==> config.mk <==
export PLATFORM = sky130hd
export DESIGN_NAME = serial_adder
export DESIGN_NICKNAME = d
export VERILOG_FILES = /design/src/rtl/serial_adder_pkg.sv /design/src/rtl/serial_adder_full_adder_cell.sv /design/src/rtl/serial_adder.sv
export SDC_FILE = /design/constraint.sdc
export NUM_CORES = 1
export LEC_CHECK = 0
export CAP_MARGIN = 10
export CORE_MARGIN = 1
export CORE_UTILIZATION = 51
export CTS_CLUSTER_DIAMETER = 30
export DETAILED_ROUTE_END_ITERATION = 10
export PLACE_DENSITY = 0.74
export SLEW_MARGIN = 25
export SYNTH_ARGS = -nofsm -noshare
export SYNTH_HDL_FRONTEND = slang
export SYNTH_SLANG_ARGS = --single-unit
==> constraint.sdc <==
create_clock -name i_clk -period 1.6 [get_ports i_clk]
set_input_delay 0.32 -clock i_clk [delete_from_list [all_inputs] [get_ports i_clk]]
set_output_delay 0.32 -clock i_clk [all_outputs]
set_load 0.1 [all_outputs]
==> src/rtl/serial_adder_pkg.sv <==
// Shared definitions for the bit-serial adder: FSM state encoding and a
// constant-width helper used to size the bit counter.
package serial_adder_pkg;

    typedef logic [1:0] state_t;

    localparam state_t ST_IDLE = 2'd0;
    localparam state_t ST_RUN  = 2'd1;
    localparam state_t ST_DONE = 2'd2;

    // Bits needed to hold values 0..value-1; never returns less than one bit.
    function automatic int clog2(input int value);
        int bits;
        int rem;
        bits = 0;
        rem  = value - 1;
        while (rem > 0) begin
            bits = bits + 1;
            rem  = rem >> 1;
        end
        return (bits == 0) ? 1 : bits;
    endfunction

endpackage

==> src/rtl/serial_adder_full_adder_cell.sv <==
// Single-bit full adder, purely combinational; the arithmetic step shared by
// the serial arithmetic blocks.
module full_adder_cell (
    input  logic i_a,
    input  logic i_b,
    input  logic i_cin,
    output logic o_s,
    output logic o_cout
);

    assign o_s    = i_a ^ i_b ^ i_cin;
    assign o_cout = (i_a & i_b) | (i_a & i_cin) | (i_b & i_cin);

endmodule

==> src/rtl/serial_adder.sv <==
// Bit-serial WIDTH-bit adder (LSB first) behind a start/done handshake.
// Define SERIAL_ADDER_OVF_EN to add the signed-overflow output o_ovf.
module serial_adder
    import serial_adder_pkg::*;
#(
    parameter int WIDTH = 8
) (
    input  logic             i_clk,
    input  logic             i_rst_n,
    input  logic             i_start,
    input  logic [WIDTH-1:0] i_a,
    input  logic [WIDTH-1:0] i_b,
    input  logic             i_cin,
    output logic             o_busy,
    output logic             o_done,
    output logic [WIDTH-1:0] o_sum,
    output logic             o_cout
`ifdef SERIAL_ADDER_OVF_EN
    ,
    output logic             o_ovf
`endif
);

    localparam int CW = clog2(WIDTH + 1);

    state_t           r_state;
    logic [WIDTH-1:0] r_opA;
    logic [WIDTH-1:0] r_opB;
    logic [WIDTH-1:0] r_sumSh;
    logic [WIDTH-1:0] r_sum;
    logic             r_carry;
    logic             r_cout;
    logic [CW-1:0]    r_count;

    logic             w_s;
    logic             w_c;
    logic             w_accept;
    logic             w_lastBit;
    logic [WIDTH-1:0] w_sumNext;
    logic             w_unusedSumLsb;

    full_adder_cell u_fa (
        .i_a    (r_opA[0]),
        .i_b    (r_opB[0]),
        .i_cin  (r_carry),
        .o_s    (w_s),
        .o_cout (w_c)
    );

    assign w_accept  = i_start && (r_state != ST_RUN);
    assign w_lastBit = (r_state == ST_RUN) && (r_count == CW'(WIDTH - 1));

    // The shift register's LSB is overwritten garbage until the final shift, so it is never consumed.
    generate
        if (WIDTH == 1) begin : g_oneBit
            assign w_sumNext = w_s;
        end else begin : g_multiBit
            assign w_sumNext = {w_s, r_sumSh[WIDTH-1:1]};
        end
    endgenerate

    assign w_unusedSumLsb = r_sumSh[0];

    always_ff @(posedge i_clk or negedge i_rst_n) begin
        if (!i_rst_n) begin
            r_state <= ST_IDLE;
            r_opA   <= '0;
            r_opB   <= '0;
            r_sumSh <= '0;
            r_sum   <= '0;
            r_carry <= 1'b0;
            r_cout  <= 1'b0;
            r_count <= '0;
        end else begin
            case (r_state)
                ST_RUN: begin
                    r_opA   <= r_opA >> 1;
                    r_opB   <= r_opB >> 1;
                    r_carry <= w_c;
                    r_sumSh <= w_sumNext;
                    r_count <= r_count + CW'(1);
                    if (w_lastBit) begin
                        r_state <= ST_DONE;
                        r_sum   <= w_sumNext;
                        r_cout  <= w_c;
                    end
                end
                default: begin
                    if (w_accept) begin
                        r_state <= ST_RUN;
                        r_opA   <= i_a;
                        r_opB   <= i_b;
                        r_carry <= i_cin;
                        r_sumSh <= '0;
                        r_count <= '0;
                    end else begin
                        r_state <= ST_IDLE;
                    end
                end
            endcase
        end
    end

`ifdef SERIAL_ADDER_OVF_EN
    logic r_ovf;

    // On the last bit the registered carry is the carry into the MSB.
    always_ff @(posedge i_clk or negedge i_rst_n) begin
        if (!i_rst_n) begin
            r_ovf <= 1'b0;
        end else if (w_lastBit) begin
            r_ovf <= r_carry ^ w_c;
        end
    end

    assign o_ovf = r_ovf;
`endif

    assign o_busy = (r_state == ST_RUN);
    assign o_done = (r_state == ST_DONE);
    assign o_sum  = r_sum;
    assign o_cout = r_cout;

endmodule

==> results_dict.tcl, run 1 <==
set metrics [dict create \
    outcome "finished, final reports clean" \
    first_pass_iters 4 \
    post-route-drc-count 0 \
    ff2ff_path_depth 3 \
    timing.critical_path.to_type "output port" \
    layout_worst_path_cycle_share_pct 97.9 \
    tritoncts.num_buffers 5 \
    grt_pass1_vias 1132 \
    seq_area_frac_synth_pct 56.0 \
    yosys.area.top_type "sky130_fd_sc_hd__dfrtp_1" \
    post-dp-hpwl_mm 2.11 \
    crit_path_max_fanout 7 \
    vias_per_cell 5.07 \
    achievable-frequency_ghz 0.638 \
    globalplace.congestion 0.690 \
    hold_path.class "input port to asynchronous set/reset pin" \
    postSynthNetCount 168 \
    tightest_slew_ns 0.429 \
    r2r_end "o_sum[0]$_DFFE_PN0P_" \
    first_pass_grt_wire_length_mm 5.39 \
    drive_gt1_share_pct 22.3 \
    critical_path.reg2reg.startpoint "r_count[0]$_DFFE_PN0P_" \
    core_box_area_um2 3150 \
    clock_tree.buffer_depth 2 \
    grt_remaining_overflow 0 \
    synth.top_cells.by_area "sky130_fd_sc_hd__dfrtp_1 (56%), sky130_fd_sc_hd__mux2i_1 (10%), sky130_fd_sc_hd__mux2_4 (6.9%), sky130_fd_sc_hd__o21ai_0 (6.6%), sky130_fd_sc_hd__nand2_1 (5.2%)" \
    antenna_cells 0 \
    nets 205 \
    place.port_buffers 30 \
    fin_skew_ns 0.0168 \
    maxSlewHeadroom_pct 71.4 \
    startpoint_type "register" \
    irDropWorstVdd_mv 1.11 \
    p_total_w 0.00533 \
    area.growth.synth_to_final_pct 35.8 \
    arrival_ns 1.25 \
    totalWireLength_mm 3.36 \
    root_buffer "sky130_fd_sc_hd__clkbuf_4" \
    tritoncts "done" \
    power.density_cell_area_nw_per_um2 2250 \
    die_w_um 60.4 \
    worst-setup-path-type "register to output port" \
    final_period_demand_of_the_worst_path_ns 1.57 \
    fp.dieH_um 60.4 \
    fin_tns_setup_ns 0 \
    worst_skew_pair.late_latency_ns 0.35 \
    power.leakage_nw 1.12 \
    slew_violations 0 \
    synth_enable_flop_cells 0 \
    routed_wire_length_per_instance_um 14.7 \
    cts_num_sinks 39 \
    detailroute.via_count 1157 \
    syn-instance-count 146 \
    post_synth_most_frequent_cells "sky130_fd_sc_hd__dfrtp_1 (39), sky130_fd_sc_hd__nand2_1 (24), sky130_fd_sc_hd__o21ai_0 (23), sky130_fd_sc_hd__mux2i_1 (18)" \
    cap_violations 0 \
    ys_ff_latch 39 \
    syn_area_per_cell_um2 11.9 \
    row_count 20 \
    ys.flop_type "sky130_fd_sc_hd__dfrtp_1" \
    yosys_warnings 0 \
    cp_required_ns 1.28 \
    top_level_ports 31 \
    htreeDepth 2 \
    ant_nets 0 \
    clock_pin_slew_on_the_worst_setup_and_hold_paths_ns 0.12 \
    rsz0062_at_grt "true" \
    antenna_found_initial 0 \
    initial_core_utilization_pct 55.2 \
    setup_viol_count_final 0 \
    regToRegSetupSlack_ns 0.09 \
    hold_viol 0 \
    netlist-cell-type-count 21 \
    netlist.area_leader.share_pct 56.0 \
    synth.cell_area_um2 1740 \
    async_reset_ff_share_pct 100 \
    dieArea_um2 3650 \
    detailedRoute.firstIterationViolations 60 \
    grt.total_usage_pct 20.9 \
    synthMostInstantiatedCell "sky130_fd_sc_hd__dfrtp_1" \
    largest_net_degree_at_the_start_of_global_routing 33 \
]
[per-layer routing]
metal	track usage, %	vias up	routed length, µm
li1	-	565	-
met1	28.2	557	1540
met2	31.4	25	1620
met3	4.69	10	122
met4	11.7	0	79
met5	0	-	0
[kinds of logic (layout without fill, tap and decap cells)]
group | count (synthesis) | count (layout) | synth area share [%]
muxes | 29 | 29 | 19.2
DFF | 39 | 39 | 56.0
adders and majority gates | 2 | 2 | 1.87
buffers and inverters | 10 | 48 | 3.74
AOI/OAI and AO/OA | 24 | 24 | 7.04
and+or+nand+nor | 41 | 41 | 11.6
xor gates and xnor gates | 1 | 1 | 0.503
[worst max-delay path by stage]
stage / end / slack [ns] / from
finish: o_busy / 0.03 / r_state[1]$_DFFE_PN0P_
global route: o_busy / -0.03 / r_state[1]$_DFFE_PN0P_
CTS: o_busy / 0.01 / r_state[1]$_DFFE_PN0P_
detailed placement: r_count[0]$_DFFE_PN0P_ / 0.08 / i_start
global placement: r_count[0]$_DFFE_PN0P_ / 0.11 / i_start
floorplan: o_busy / 0.14 / r_state[1]$_DFFE_PN0P_
[report_power, final]
| part | switching [W] | internal [W] |
|---|---|---|
| Sequential | 0.000340 | 0.00140 |
| Combinational | 0.00154 | 0.00123 |
| Clock | 0.000318 | 0.000488 |
[critical path: stages (launching register included)]
cell and delay (ns):
sky130_fd_sc_hd__dfrtp_1 0.43, sky130_fd_sc_hd__nor2b_4 0.16, sky130_fd_sc_hd__buf_12 0.14, sky130_fd_sc_hd__buf_12 0.17
[layout make-up]
class	count	area, µm²
clock buffer	6	41.3
fill	231	787
timing repair buffer	40	533
multi-input combinational	97	701
clock inverter	2	60.1
tap	44	55.1
sequential	39	976
[per-stage QoR]
step	setup WS [ns]	util, %	instances	cell area (µm²)	hold WS [ns]
3_5_place_dp	0.0837	69.1	214	2180	0.284
4_1_cts	0.0105	74.3	225	2340	0.433
3_3_place_gp	0.107	69.1	214	2180	0.275
6_report	0.0336	75.0	228	2370	0.420
5_1_grt	-0.0259	75.0	228	2370	0.453
2_1_floorplan	0.135	-	146	1740	0.0244
[registers in the layout, summed over array words and instances (netlist names)]
signal	flops
o_cout	1
o_sum	8
r_count	4
r_state	2
r_sumSh	7
r_opB	8
r_carry	1
r_opA	8
[cells in the final DEF, fill, tap and decap left out, drive strengths merged, types with 2 or more instances in the layout]
cell type / instances
nor2: 4
mux2i: 18
dfrtp: 39
o21ai: 23
clkdlybuf4s50: 18
nand2: 24
buf: 20
nand2b: 8
bufinv: 2
clkbuf: 6
mux2: 11
[timing repair]
item | 4_1_cts | 5_1_grt
endpoints found under the setup margin | 1 | 1
pin swaps | 0 | 0
gates cloned | 1 | 0
hold buffers | 1 | 0
buffers inserted | 1 | 3
endpoints found under the hold margin | 18 | 0
resized for setup | 3 | 0
Note: power is estimated with default switching activity, not from simulation.
==> run 2: changes to the inputs <==
--- a/config.mk
+++ b/config.mk
@@ -10,6 +10,7 @@
 export CORE_UTILIZATION = 51
 export CTS_CLUSTER_DIAMETER = 30
 export DETAILED_ROUTE_END_ITERATION = 10
+export HOLD_SLACK_MARGIN = 0.12
 export PLACE_DENSITY = 0.74
 export SLEW_MARGIN = 25
 export SYNTH_ARGS = -nofsm -noshare
==> results of run 2 <==
No change in the layout: final DEF, timing and power equal those of run 1.
==> edit: new RTL, settings of run 1 <==
The option `SERIAL_ADDER_OVF_EN` is turned on by a define.
--- a/src/rtl/serial_adder.sv
+++ b/src/rtl/serial_adder.sv
@@ -1,4 +1,6 @@
 // Bit-serial WIDTH-bit adder (LSB first) behind a start/done handshake.
 // Define SERIAL_ADDER_OVF_EN to add the signed-overflow output o_ovf.
+`define SERIAL_ADDER_OVF_EN
+
 module serial_adder
     import serial_adder_pkg::*;
Check against the original RTL (old outputs only; new: o_ovf): equivalent (equiv_simple and equiv_induct, registers matched by name and starting in step).
==> edit against run 1 <==
  * Setup slack gained 34 ps
  * Cell area increased by 1.6%
  * Sequential cell count rose by 1
  * Cell count rose by 2.6%
  * Synthesized area is 2.6% higher
  * Routed wire length shrank 0.39%
  * Fmax increased by 2.2%
  * Power fell by 0.92%
  * Global-route usage increased by 0.074 points
  * Critical path type unchanged
  * Largest power group unchanged
==> edit: results <==
set metrics [dict create \
    place_area_um2 2260 \
    buffers_excl_clock 42 \
    n_fill_cell 248 \
    cp_max_fo 3 \
    worst_pin_slew_ps 341 \
    dp.final_hpwl_mm 2.36 \
    clk_pin_slew_ps 100 \
    syn-num-nets 171 \
    multi_input_cells 99 \
    synthToLayoutAreaGrowth_pct 34.6 \
    yosys-top-cells-area "dfrtp_1 56%, mux2i_1 10%, mux2_4 6.7%" \
    drt-initial-drc-count 22 \
    port_buffers 31 \
    place_ws_ps 69.3 \
    wl_met1_mm 1.48 \
    multi_input_area_share_pct 30.0 \
    wl_mm 3.34 \
    place_inst 222 \
    avgRoutedWirePerCell_um 14.3 \
    ys_types 22 \
    grt_max_degree 25 \
    p_seq_w 0.00179 \
    grt_pass1_wl_mm 5.60 \
    wl_met2_mm 1.64 \
    n_clock_buffer 7 \
    status "finished, final reports clean" \
    clk_share_pct 2.71 \
    dr_wl_met3_um 144 \
    cts.sinks 40 \
    grtUsageMet1_pct 26.1 \
    nonClkBufAreaFrac_pct 23.3 \
    fin_skew_ps 5.66 \
    syn_area_um2 1790 \
    via_count 1217 \
    grt_use_met2_pct 35.2 \
    met3_usage_pct 5.25 \
]
-- edit: cell count changes after synthesis --
cell and change:
dfrtp_1 +1, mux2_2 +1, xor2_1 +1
-- edit: path summary, 6_finish.rpt --
kind,from,end,slack [ps]
worst max-delay path,r_state[1]$_DFFE_PN0P_,o_busy,70
worst min-delay path,i_rst_n,o_ovf$_DFFE_PN0P_,400
worst max register to register,r_count[0]$_DFFE_PN0P_,o_sum[0]$_DFFE_PN0P_,100
worst min register to register,r_opB[4]$_DFFE_PN0P_,r_opB[3]$_DFFE_PN0P_,490
max in group asynchronous,i_rst_n,o_cout$_DFFE_PN0P_,640
min in group i_clk,r_opB[4]$_DFFE_PN0P_,r_opB[3]$_DFFE_PN0P_,490
-- edit: cell families after synthesis --
kind of cell,count (synthesis),share of synthesized area (%)
AO/OA/AOI/OAI,24,6.86
XOR/XNOR,2,0.981
adder cells (fa/ha/maj),2,1.82
buffers and inverters,10,3.64
flip-flops,40,56.0
multiplexers,30,19.3
AND/OR/NAND/NOR,41,11.3
